**config.mk**
```make
export PLATFORM = sky130hd
export DESIGN_NAME = result_tx_serializer
export DESIGN_NICKNAME = d
export VERILOG_FILES = /design/src/rtl/result_tx_pkg.sv /design/src/rtl/result_tx_bit_timer.sv /design/src/rtl/result_tx_serializer.sv
export SDC_FILE = /design/constraint.sdc
export NUM_CORES = 1
export LEC_CHECK = 0
export ABC_CLOCK_PERIOD_IN_PS = 1900
export CAP_MARGIN = 20
export CORE_ASPECT_RATIO = 0.9
export CORE_MARGIN = 5
export CORE_UTILIZATION = 40
export DETAILED_ROUTE_END_ITERATION = 12
export PLACE_DENSITY_LB_ADDON = 0.1
export REMOVE_ABC_BUFFERS = 1
export SLEW_MARGIN = 20
export SYNTH_ARGS = -nofsm -noshare
export SYNTH_HDL_FRONTEND = slang
export SYNTH_SLANG_ARGS = --single-unit
```
**constraint.sdc**
```tcl
create_clock -name clk -period 1.9 [get_ports clk]
set_input_delay 0.57 -clock clk [delete_from_list [all_inputs] [get_ports clk]]
set_output_delay 0.57 -clock clk [all_outputs]
set_load 0.005 [all_outputs]
```
**src/rtl/result_tx_pkg.sv**
```systemverilog
// -----------------------------------------------------------------------------
// result_tx_pkg
// Shared types and line levels for the ALU result serial transmitter.
//   tx_state_t : transmitter FSM states. The PARITY state exists only when
//                RESULT_TX_PARITY_EN is defined.
//   START_LVL  : line level of the start bit.
//   STOP_LVL   : line level of the stop bit.
//   IDLE_LVL   : line level while no frame is being sent.
// -----------------------------------------------------------------------------
package result_tx_pkg;

`ifdef RESULT_TX_PARITY_EN
  typedef enum logic [2:0] {
    IDLE,
    START,
    DATA,
    PARITY,
    STOP
  } tx_state_t;
`else
  typedef enum logic [1:0] {
    IDLE,
    START,
    DATA,
    STOP
  } tx_state_t;
`endif

  localparam logic START_LVL = 1'b0;
  localparam logic STOP_LVL  = 1'b1;
  localparam logic IDLE_LVL  = 1'b1;

endpackage

```
**src/rtl/result_tx_bit_timer.sv**
```systemverilog
// -----------------------------------------------------------------------------
// result_tx_bit_timer
// Bit-period timer for the result serializer. Counts clock cycles within one
// serial bit and pulses bit_done in the last cycle of each bit period.
//   clk      : clock, rising edge.
//   reset    : asynchronous, active-high reset.
//   restart  : holds the counter at zero (used while the line is idle so the
//              first bit of a frame always gets a full period).
//   bit_done : high during the final cycle of a bit period.
// Parameter CLKS_PER_BIT (>= 1) sets the period length.
// -----------------------------------------------------------------------------
module result_tx_bit_timer
  import result_tx_pkg::*;
#(
  parameter int CLKS_PER_BIT = 4
) (
  input  logic clk,
  input  logic reset,
  input  logic restart,
  output logic bit_done
);

  localparam int CNT_W = (CLKS_PER_BIT > 1) ? $clog2(CLKS_PER_BIT) : 1;
  localparam logic [CNT_W-1:0] LAST_CNT = CNT_W'(CLKS_PER_BIT - 1);

  logic [CNT_W-1:0] cnt;

  // Suppressed during restart so the FSM never sees a stale boundary.
  assign bit_done = !restart && (cnt == LAST_CNT);

  always_ff @(posedge clk or posedge reset) begin
    if (reset) begin
      cnt <= '0;
    end else if (restart || bit_done) begin
      cnt <= '0;
    end else begin
      cnt <= cnt + 1'b1;
    end
  end

endmodule

```
**src/rtl/result_tx_serializer.sv**
```systemverilog
// -----------------------------------------------------------------------------
// result_tx_serializer
// Parallel-to-serial transmitter for ALU result words. A word captured on
// load waits in a one-entry holding register, then is sent as
// start bit, DATA_W data bits LSB first, optional even parity bit, stop bit,
// each bit held CLKS_PER_BIT cycles. A word waiting in the holding register
// when a stop bit ends is started immediately, with no idle gap.
//
// Optional feature: define RESULT_TX_PARITY_EN to insert an even-parity bit
// (XOR of the data bits) between the MSB and the stop bit.
//
// Ports
//   clk         : clock, rising edge.
//   reset       : asynchronous, active-high reset; abandons any frame and
//                 discards the held word.
//   in_data     : result word to transmit.
//   load        : capture strobe; accepted only while ready is high.
//   clr_overrun : synchronous clear of overrun (a new overrun wins).
//   ready       : holding register empty (registered).
//   busy        : a frame is on the line (registered).
//   tx          : serial line (registered), idles high.
//   overrun     : sticky, set when load arrives while ready is low.
// -----------------------------------------------------------------------------
module result_tx_serializer
  import result_tx_pkg::*;
#(
  parameter int DATA_W       = 8,
  parameter int CLKS_PER_BIT = 4
) (
  input  logic              clk,
  input  logic              reset,
  input  logic [DATA_W-1:0] in_data,
  input  logic              load,
  input  logic              clr_overrun,
  output logic              ready,
  output logic              busy,
  output logic              tx,
  output logic              overrun
);

  localparam int BIT_W = (DATA_W > 1) ? $clog2(DATA_W) : 1;
  localparam logic [BIT_W-1:0] LAST_BIT = BIT_W'(DATA_W - 1);

  tx_state_t         state;
  logic [BIT_W-1:0]  bit_idx;
  logic              hold_valid;
  logic [DATA_W-1:0] hold_data;
  logic [DATA_W-1:0] shift;
`ifdef RESULT_TX_PARITY_EN
  logic              parity_bit;
`endif

  logic bit_done;
  logic timer_restart;
  logic xfer;
  logic accept;
  logic drop;

  // The timer sits at zero while idle, so START always lasts a full period.
  assign timer_restart = (state == IDLE);

  // Holding register drains into the shift register either from idle or at
  // the very end of a stop bit (back-to-back frames).
  assign xfer   = hold_valid && ((state == IDLE) || ((state == STOP) && bit_done));
  // ready is the registered complement of hold_valid, so a load in the
  // transfer cycle still sees ready low and counts as an overrun.
  assign accept = load && ready;
  assign drop   = load && !ready;

  result_tx_bit_timer #(
    .CLKS_PER_BIT(CLKS_PER_BIT)
  ) u_bit_timer (
    .clk     (clk),
    .reset   (reset),
    .restart (timer_restart),
    .bit_done(bit_done)
  );

  // Holding register control and overrun flag
  always_ff @(posedge clk or posedge reset) begin
    if (reset) begin
      hold_valid <= 1'b0;
      ready      <= 1'b1;
      overrun    <= 1'b0;
    end else begin
      if (xfer) begin
        hold_valid <= 1'b0;
        ready      <= 1'b1;
      end else if (accept) begin
        hold_valid <= 1'b1;
        ready      <= 1'b0;
      end

      if (drop) begin
        overrun <= 1'b1;
      end else if (clr_overrun) begin
        overrun <= 1'b0;
      end
    end
  end

  // Data registers: contents are only meaningful while qualified by
  // hold_valid / the FSM state, so they carry no reset.
  always_ff @(posedge clk) begin
    if (accept) begin
      hold_data <= in_data;
    end

    if (xfer) begin
      shift <= hold_data;
    end else if ((state == DATA) && bit_done && (bit_idx != LAST_BIT)) begin
      shift <= shift >> 1;
    end

`ifdef RESULT_TX_PARITY_EN
    if (xfer) begin
      parity_bit <= ^hold_data;
    end
`endif
  end

  // Frame sequencing; tx and busy are registered here
  always_ff @(posedge clk or posedge reset) begin
    if (reset) begin
      state   <= IDLE;
      bit_idx <= '0;
      tx      <= IDLE_LVL;
      busy    <= 1'b0;
    end else begin
      case (state)
        IDLE: begin
          if (hold_valid) begin
            state <= START;
            tx    <= START_LVL;
            busy  <= 1'b1;
          end
        end

        START: begin
          if (bit_done) begin
            state   <= DATA;
            tx      <= shift[0];
            bit_idx <= '0;
          end
        end

        DATA: begin
          if (bit_done) begin
            if (bit_idx == LAST_BIT) begin
`ifdef RESULT_TX_PARITY_EN
              state <= PARITY;
              tx    <= parity_bit;
`else
              state <= STOP;
              tx    <= STOP_LVL;
`endif
            end else begin
              // shift[1] becomes the LSB on this same edge.
              bit_idx <= bit_idx + 1'b1;
              tx      <= shift[1];
            end
          end
        end

`ifdef RESULT_TX_PARITY_EN
        PARITY: begin
          if (bit_done) begin
            state <= STOP;
            tx    <= STOP_LVL;
          end
        end
`endif

        STOP: begin
          if (bit_done) begin
            bit_idx <= '0;
            if (hold_valid) begin
              state <= START;
              tx    <= START_LVL;
            end else begin
              state <= IDLE;
              tx    <= IDLE_LVL;
              busy  <= 1'b0;
            end
          end
        end

        default: begin
          state   <= IDLE;
          bit_idx <= '0;
          tx      <= IDLE_LVL;
          busy    <= 1'b0;
        end
      endcase
    end
  end

endmodule
```
After elaboration in Yosys (flattened, before gate mapping)
Index checks and enable logic that the tools add are counted.

word-level totals
  bits in registers = 28
  latch bits = 0
  memory bits (writable) = 0
  ROM bits = 0
  logic and storage cells = 79
  memories kept = 0

cells by class
  $add $sub $neg = 2
  $mul = 0
  div/mod/pow operators = 0
  $lt $le $gt $ge = 0
  equal/unequal tests = 14
  shift-type cells = 0
  multiplexer cells = 31
  bitwise gates (word level) = 0
  reduce and logical (&&, ||, !) cells = 22

operators with widths
  kind                                                                      count
  1-bit two-way mux                                                         16
  8-bit two-way mux                                                         2
  2-bit two-way mux                                                         6
  2-bit inequality test (second input constant)                             6
  4-bit AND reduction                                                       3
  2-bit nonzero test                                                        5
  3-bit two-way mux                                                         3
  2-bit case mux with 4 select lines                                        1
  1-bit logical AND                                                         7
  2-bit == test (second input constant)                                     3
  3-bit case mux with 2 select lines                                        1
  5-bit AND reduction                                                       1
  2-bit by 1-bit inequality test with 1-bit output (second input constant)  2
  1-bit case mux with 4 select lines                                        1
  3-bit by 1-bit adder with 3-bit output (second input constant)            1
  3-bit == test (second input constant)                                     1
  3-bit inequality test (second input constant)                             1
  2-bit by 1-bit adder with 2-bit output (second input constant)            1
  2-bit by 1-bit == test with 1-bit output (second input constant)          1
  1-bit zero test                                                           2
  2-bit zero test                                                           1
  1-bit logical OR                                                          2
  1-bit case mux with 2 select lines                                        1
  2-bit OR reduction                                                        1

Logic depth before layout (Yosys ltp)
Gate-level depths: netlist of run 1.

  depth after elaboration = 7
  mapped depth = 6
  gate-level depth less buffers = 5

Hierarchy
From an unflattened synthesis of run 1, not the netlist that was laid out.

second synthesis, totals
  cell total of the unflattened synthesis = 95
  area total of the unflattened synthesis = 1276.2 µm²

by module, submodules not included
  module                times used  cells each  area an instance (µm²)
  result_tx_serializer  1           88          1186.1
  result_tx_bit_timer   1           7           90.1

Least setup slack after synthesis of run 1
No wires, ideal clock.

  kind = flip-flop to flip-flop
  from = register state[0]
  to = register state[1]
  library setup time = 0.127 ns
  data arrival time = 1.813 ns
  path slack = -0.040 ns
  stages on the path, launching flop included = 6
  buffers on the path = 0
  clock period less this slack = 1.940 ns
  cell sequence = dfrtp_1 -> inv_1 -> ha_1 -> or3_4 -> a222oi_1 -> mux2_1

on the way
  word-level cells in the longest chain between the ends = 5
  elaborated cells between the ends (all ways) = 13
  classes of those cells = eq/ne: 8; mux: 1; reduce/logical: 4

RTL lines
  what                             line                                                     text
  start: declaration               result_tx_serializer.sv:44                               tx_state_t state;
  start signal: assignment         result_tx_serializer.sv:125                              state <= IDLE;
  start signal: assignment         result_tx_serializer.sv:133                              state <= START;
  start signal: assignment         result_tx_serializer.sv:141                              state <= DATA;
  2-bit zero test                  result_tx_serializer.sv:60, result_tx_serializer.sv:130
  1-bit zero test                  result_tx_bit_timer.sv:29                                assign bit_done = !restart && (cnt == LAST_CNT);
  1-bit logical AND                result_tx_bit_timer.sv:29
  2-bit inequality test (no line)  -
  5-bit AND reduction (no line)    -

Parallel ways exist; a longest one is shown, timed or not.
A chain may end at the register's enable or synchronous reset.

Final worst setup path of run 1
Same ends and word-level chain as after synthesis.

==> results of run 1 <==
## power by group through the flow
stage	Clock (mW)	Combinational [mW]	Sequential, mW
2_1_floorplan	0	0.629	0.997
3_3_place_gp	0	1.00	1.02
3_5_place_dp	0	1.03	1.03
4_1_cts	0.353	1.13	1.03
5_1_grt	0.375	1.26	1.06
6_report	0.337	1.12	1.04
## cells in the final DEF (no fill, tap or decap), types with 2 or more instances in the layout
cell type and instances:
a21oi_1 2, buf_4 14, clkbuf_4 3, clkdlybuf4s50_1 13
dfrtp_1 8, dfrtp_2 2, dfstp_2 2, dlygate4sd2_1 2
edfxtp_1 16, ha_1 4, ha_4 2, inv_1 6
mux2_2 11, nand2_1 2, nor2b_1 2, nor3_1 2
nor3b_1 3, o21ai_0 4
## area by class of cell
cell class                 instances  share of cell area
inverter                           8              0.0197
sequential                        28               0.476
tap                               42              0.0318
clock buffer                       4              0.0288
timing repair buffer              30               0.165
multi-input combinational         50               0.278
## flip-flops by register name, indices dropped and copies added, names as in the netlist
signal	flops
hold_valid	1
shift	8
tx	1
state	2
u_bit_timer.cnt	2
hold_data	8
busy	1
overrun	1
bit_idx	3
ready	1
## metal layers
metal / part of all wire / up-vias / GRT usage
li1: - / 383 / -
met1: 0.46 / 365 / 0.137
met2: 0.47 / 16 / 0.192
met3: 0.053 / 4 / 0.0450
met4: 0.013 / 0 / 0.0414
met5: 0 / - / 0
## critical path, cell delays in order, from the launching register on
cell and delay (ps):
dfrtp_2 470, inv_4 60, ha_4 160, or3_4 360, a222oi_1 380, mux2_1 370
## logic make-up after synthesis
| family | synth area share |
|---|---|
| muxes | 0.117 |
| and+or+nand+nor | 0.0854 |
| buffers and inverters | 0.0271 |
| AOI/OAI and AO/OA | 0.0714 |
| adders and majority gates | 0.0703 |
| DFF | 0.629 |
## worst max-delay path by stage
stage | startpoint | endpoint | slack (ps) | cells after the start
after global placement | state[0] | state[1] | -5 | 5
after CTS | state[1] | state[1] | -40 | 4
after global routing | state[0] | state[1] | -110 | 5
after detailed placement | state[0] | state[1] | -90 | 5
final | state[0] | state[1] | 2 | 5
after floorplan | state[0] | state[1] | -40 | 5
## Yosys cell counts (all sizes together)
cell type | n | area share
a21o | 1 | 0.0070
and3 | 2 | 0.011
or3 | 1 | 0.0090
inv | 8 | 0.024
nor3 | 2 | 0.0080
and2 | 1 | 0.0050
nor2b | 2 | 0.010
nand2b | 1 | 0.0050
dfrtp | 10 | 0.20
nand2 | 3 | 0.0090
a22o | 1 | 0.0070
clkbuf | 1 | 0.0030
o21a | 1 | 0.0060
a21oi | 2 | 0.0080
a211oi | 1 | 0.0060
ha | 7 | 0.070
mux2 | 12 | 0.11
edfxtp | 16 | 0.39
o21ai | 4 | 0.016
nand3 | 1 | 0.0040
nor3b | 3 | 0.018
or2b | 1 | 0.0060
dfstp | 2 | 0.042
a222oi | 1 | 0.0080
mux2i | 1 | 0.0080
a32o | 1 | 0.0080
a31oi | 1 | 0.0050
## through the flow
| stage | worst slack [ps] | instance area [um^2] |
|---|---|---|
| finish | 2.13 | 1650 |
| global route | -108 | 1650 |
| detailed placement | -90.1 | 1530 |
| floorplan | -40.0 | 1240 |
| CTS | -40.7 | 1640 |
| global placement | -5.29 | 1530 |
## timing repair
item | CTS | global route
hold buffers | 0 | 0
pin swaps | 3 | 1
endpoints found under the setup margin | 4 | 14
resized for setup | 10 | 4
buffers inserted | 5 | 0
==> out/results.ini, run 1 <==
[run_status]
status = complete, no violations

[grt]
antenna_found_initial = 0
grt_pass1_vias = 870
track_usage = 0.117
grt_max_degree = 17
grt_pass1_wl_mm = 3.77
grt_overflow = 0

[critical_path]
cp-start-kind = flip-flop
cp.required_ps = 2140
reg2regPathDepth = 5
cp.arrival_ps = 2130
crit_type = flip-flop to flip-flop
crit_path_end_kind = flip-flop
timing.rr.end = state[1]
cp_max_fo = 4
regToRegSetupSlack_ps = 2
rr_startpoint = state[0]

[placed_design]
dp.cells = 153
gp_congestion = 0.808
dp_hpwl_mm = 1.62
port_buffers = 15

[clocking]
cts_buffers = 3
clockBufferDepth = 2
numClockSinks = 28
cts_tree = done
clock_latency_ps = 330
clockRootBuffer = clkbuf_4
path_clk_slew_ps = 150
ctsHtreeMaxLevel = 1

[route]
dr.pass1.iters = 4
drt_wl_total_mm = 2.21
route.antenna.remaining_nets = 0
drtIter0Drc = 24
viasPerCell = 4.74
drc = 0
wl_per_cell_um = 13.6
vias = 768

[final_layout]
nFillCells = 256
final_nets = 140
final-seq-area_um2 = 786
multi_input_area_um2 = 459
fin_cells = 162
post-route-util = 0.547
drive_above_1_share = 0.367
antenna_cells = 0
area_delta_synth_final_pct = 32.6

[min_path]
holdPathStages = 1
hold_end = u_bit_timer.cnt[0]
min-delay-start = u_bit_timer.cnt[0]
hold_path.class = flip-flop to flip-flop

[sta]
fin_crit_ps = 1900
fin_tns_setup_ps = 0
period_share = 0.999
maxSlewHeadroom = 0.689
max_slew.worst_pin.slew_ps = 466
hold_violations = 0
final-max-slew-violation-count = 0
fmax_ghz = 0.527
holdWs_ps = 460
rsz0062_at_grt = yes
finalClockSkew_ps = 6.74
setup_viol = 0

[floorplanning]
start_util = 0.412
fp.dieH_um = 62.9
die_x_um = 68.8
coreArea_um2 = 3020
die_area_um2 = 4330
rows = 19
ioPinCount = 16

[logic_synthesis]
ys_warn_count = 0
ys_ff_latch = 28
ys_types = 29
synth_area_um2 = 1240
synth.avg_cell_area_um2 = 14.3
syn_inst = 87
seq_area_frac_synth = 0.629

[power]
seqPwrFrac = 0.416
power_frac_clock = 0.135
netSwitchingFraction = 0.309
vdd_drop_max_uv = 692
p_leak_nw = 0.680
comb_power_share = 0.449
power.density_nw_per_um2 = 1510
finalPower_mw = 2.50
p_switching_uw = 772
cellInternalPower_mw = 1.73

[run]
drv_cap = 0

Note: power is estimated with default switching activity, not from simulation.
==> run 2, diff against run 1 <==
--- a/config.mk
+++ b/config.mk
@@ -5,7 +5,7 @@
 export SDC_FILE = /design/constraint.sdc
 export NUM_CORES = 1
 export LEC_CHECK = 0
-export ABC_CLOCK_PERIOD_IN_PS = 1900
+export ABC_CLOCK_PERIOD_IN_PS = 1990
 export CAP_MARGIN = 20
 export CORE_ASPECT_RATIO = 0.9
 export CORE_MARGIN = 5
==> constraint.sdc (replaced) <==
create_clock -name clk -period 1.99 [get_ports clk]
set_input_delay 0.597 -clock clk [delete_from_list [all_inputs] [get_ports clk]]
set_output_delay 0.597 -clock clk [all_outputs]
set_load 0.005 [all_outputs]
==> out/results.ini, run 2 (synthesis gave the netlist of run 1 again) <==
[route]
vias = 781  ; was 768
wl_per_cell_um = 14.2  ; was 13.6 um
viasPerCell = 4.94  ; was 4.74
drtIter0Drc = 21  ; was 24
dr.pass1.iters = 4  ; unchanged
route.antenna.remaining_nets = 0  ; unchanged
drc = 0  ; unchanged
drt_wl_total_mm = 2.24  ; was 2.21 mm

[placed_design]
gp_congestion = 0.822  ; was 0.808
placed_cell_area_um2 = 1530  ; about the same
port_buffers = 15  ; unchanged
dp_hpwl_mm = 1.53  ; was 1.62 mm
dp.cells = 151  ; was 153
dp_slack_ps = 32.2  ; was -90.1 ps

[critical_path]
cp_max_fo = 4  ; unchanged
crit_type = flip-flop to flip-flop  ; unchanged
cp-start-kind = flip-flop  ; unchanged
cp.arrival_ps = 2230  ; was 2130 ps
rr_startpoint = state[0]  ; unchanged
crit_path_end_kind = flip-flop  ; unchanged
startpoint = state[0]  ; unchanged
cp.required_ps = 2220  ; was 2140 ps

[floorplanning]
die_x_um = 68.8  ; unchanged
coreArea_um2 = 3020  ; unchanged
ioPinCount = 16  ; unchanged
start_util = 0.412  ; unchanged
rows = 19  ; unchanged
fp.dieH_um = 62.9  ; unchanged
die_area_um2 = 4330  ; unchanged

[power]
netSwitchingFraction = 0.316  ; was 0.309
p_leak_nw = 0.673  ; was 0.680 nW
vdd_drop_max_uv = 646  ; was 692 uV
seqPwrFrac = 0.427  ; was 0.416
p_switching_uw = 723  ; was 772 uW
power.density_nw_per_um2 = 1410  ; was 1510 nW/um^2
power_frac_clock = 0.119  ; was 0.135
finalPower_mw = 2.29  ; was 2.50 mW
comb_power_share = 0.454  ; was 0.449
cellInternalPower_mw = 1.57  ; was 1.73 mW

[clocking]
numClockSinks = 28  ; unchanged
cts_tree = done  ; unchanged
ctsHtreeMaxLevel = 1  ; unchanged
path_clk_slew_ps = 150  ; about the same
clockRootBuffer = clkbuf_4  ; unchanged
clock_latency_ps = 330  ; about the same
clockBufferDepth = 2  ; unchanged
cts_buffers = 3  ; unchanged

[final_layout]
final_nets = 136  ; was 140
final_common_cell = edfxtp_1  ; unchanged
drive_above_1_share = 0.319  ; was 0.367
final_cell_mix = edfxtp_1, clkdlybuf4s50_1, mux2_2  ; was edfxtp_1, buf_4, clkdlybuf4s50_1
nFillCells = 283  ; was 256
antenna_cells = 0  ; unchanged
post-route-util = 0.538  ; was 0.547
final-seq-area_um2 = 785  ; was 786 um^2
fin_cells = 158  ; was 162
multi_input_area_um2 = 457  ; was 459 um^2
reg_top3 = hold_data: 8 flops, shift: 8 flops, bit_idx: 3 flops  ; unchanged
area_delta_synth_final_pct = 30.4  ; was 32.6%
stdcell_area_um2 = 1620  ; was 1650 um^2

[sta]
setup_viol = 1  ; was 0
max_slew.worst_pin.slew_ps = 501  ; was 466 ps
rsz0062_at_grt = yes  ; unchanged
period_share = 1.00  ; was 0.999
fmax_ghz = 0.500  ; was 0.527 GHz
fin_crit_ps = 2000  ; was 1900 ps
finalClockSkew_ps = 15.0  ; was 6.74 ps
final-max-slew-violation-count = 0  ; unchanged
setup_ws_ps = -8.51  ; was 2.13 ps
maxSlewHeadroom = 0.665  ; was 0.689
hold_violations = 0  ; unchanged

[run]
drv_cap = 0  ; unchanged

[grt]
grt_overflow = 0  ; unchanged
grt_max_degree = 16  ; was 17
track_usage = 0.115  ; was 0.117
grt_pass1_wl_mm = 3.81  ; was 3.77 mm
antenna_found_initial = 0  ; unchanged
grt_pass1_vias = 823  ; was 870

[run_status]
status = finished, violations left  ; was complete, no violations
failed_checks = negative setup slack

[min_path]
min-delay-start = u_bit_timer.cnt[0]  ; unchanged
hold_path.class = flip-flop to flip-flop  ; unchanged

## run 2: what timing repair did
action / CTS / global route
buffers inserted: 1 / 2
resized for setup: 1 / 10
hold buffers: 0 / 0
endpoints found under the hold margin: 0 / 0
endpoints found under the setup margin: 1 / 16
pin swaps: 0 / 2
## run 2: cell type report
| cell class | count | share of cell area |
|---|---|---|
| tap | 42 | 0.0324 |
| timing repair buffer | 26 | 0.162 |
| sequential | 28 | 0.483 |
| clock buffer | 4 | 0.0224 |
| multi-input combinational | 50 | 0.281 |
| inverter | 8 | 0.0185 |
## run 2: final timing paths
check / to / slack [ps] / cells after the start
worst max-delay path: state[1] / -9 / 5
worst min-delay path: u_bit_timer.cnt[0] / 450 / 1
worst max register to register: state[1] / -9 / 5
worst min register to register: u_bit_timer.cnt[0] / 450 / 1
max in group asynchronous: tx / 1050 / 2
min in group asynchronous: u_bit_timer.cnt[1] / 560 / 2
## run 2: worst max-delay path, cell delays in order (launching register included)
cell      delay [ps]
dfrtp_1          450
inv_2             90
ha_4             160
or3_4            390
a222oi_1         450
mux2_1           370
## run 2: routing by layer
layer,global-route usage,vias to the layer above,wire length [um]
met3,0.0450,2,95
met5,0,-,0
met2,0.180,14,1110
met4,0.0219,0,18
li1,-,378,-
met1,0.150,387,1010
## run 2: power by group through the flow
stage	clock, mW	combinational [mW]	sequential, mW
6_report	0.273	1.04	0.977
3_5_place_dp	0	0.957	0.980
4_1_cts	0.286	0.974	0.966
5_1_grt	0.303	1.15	1.00
3_3_place_gp	0	0.946	0.971
2_1_floorplan	0	0.601	0.952
## run 2: per-stage QoR
step                      TNS [ps]  hold slack [ps]
final                        -8.51              451
after detailed placement         0              432
after floorplan                  0              419
after global routing          -173              480
after CTS                        0              454
after global placement           0              426
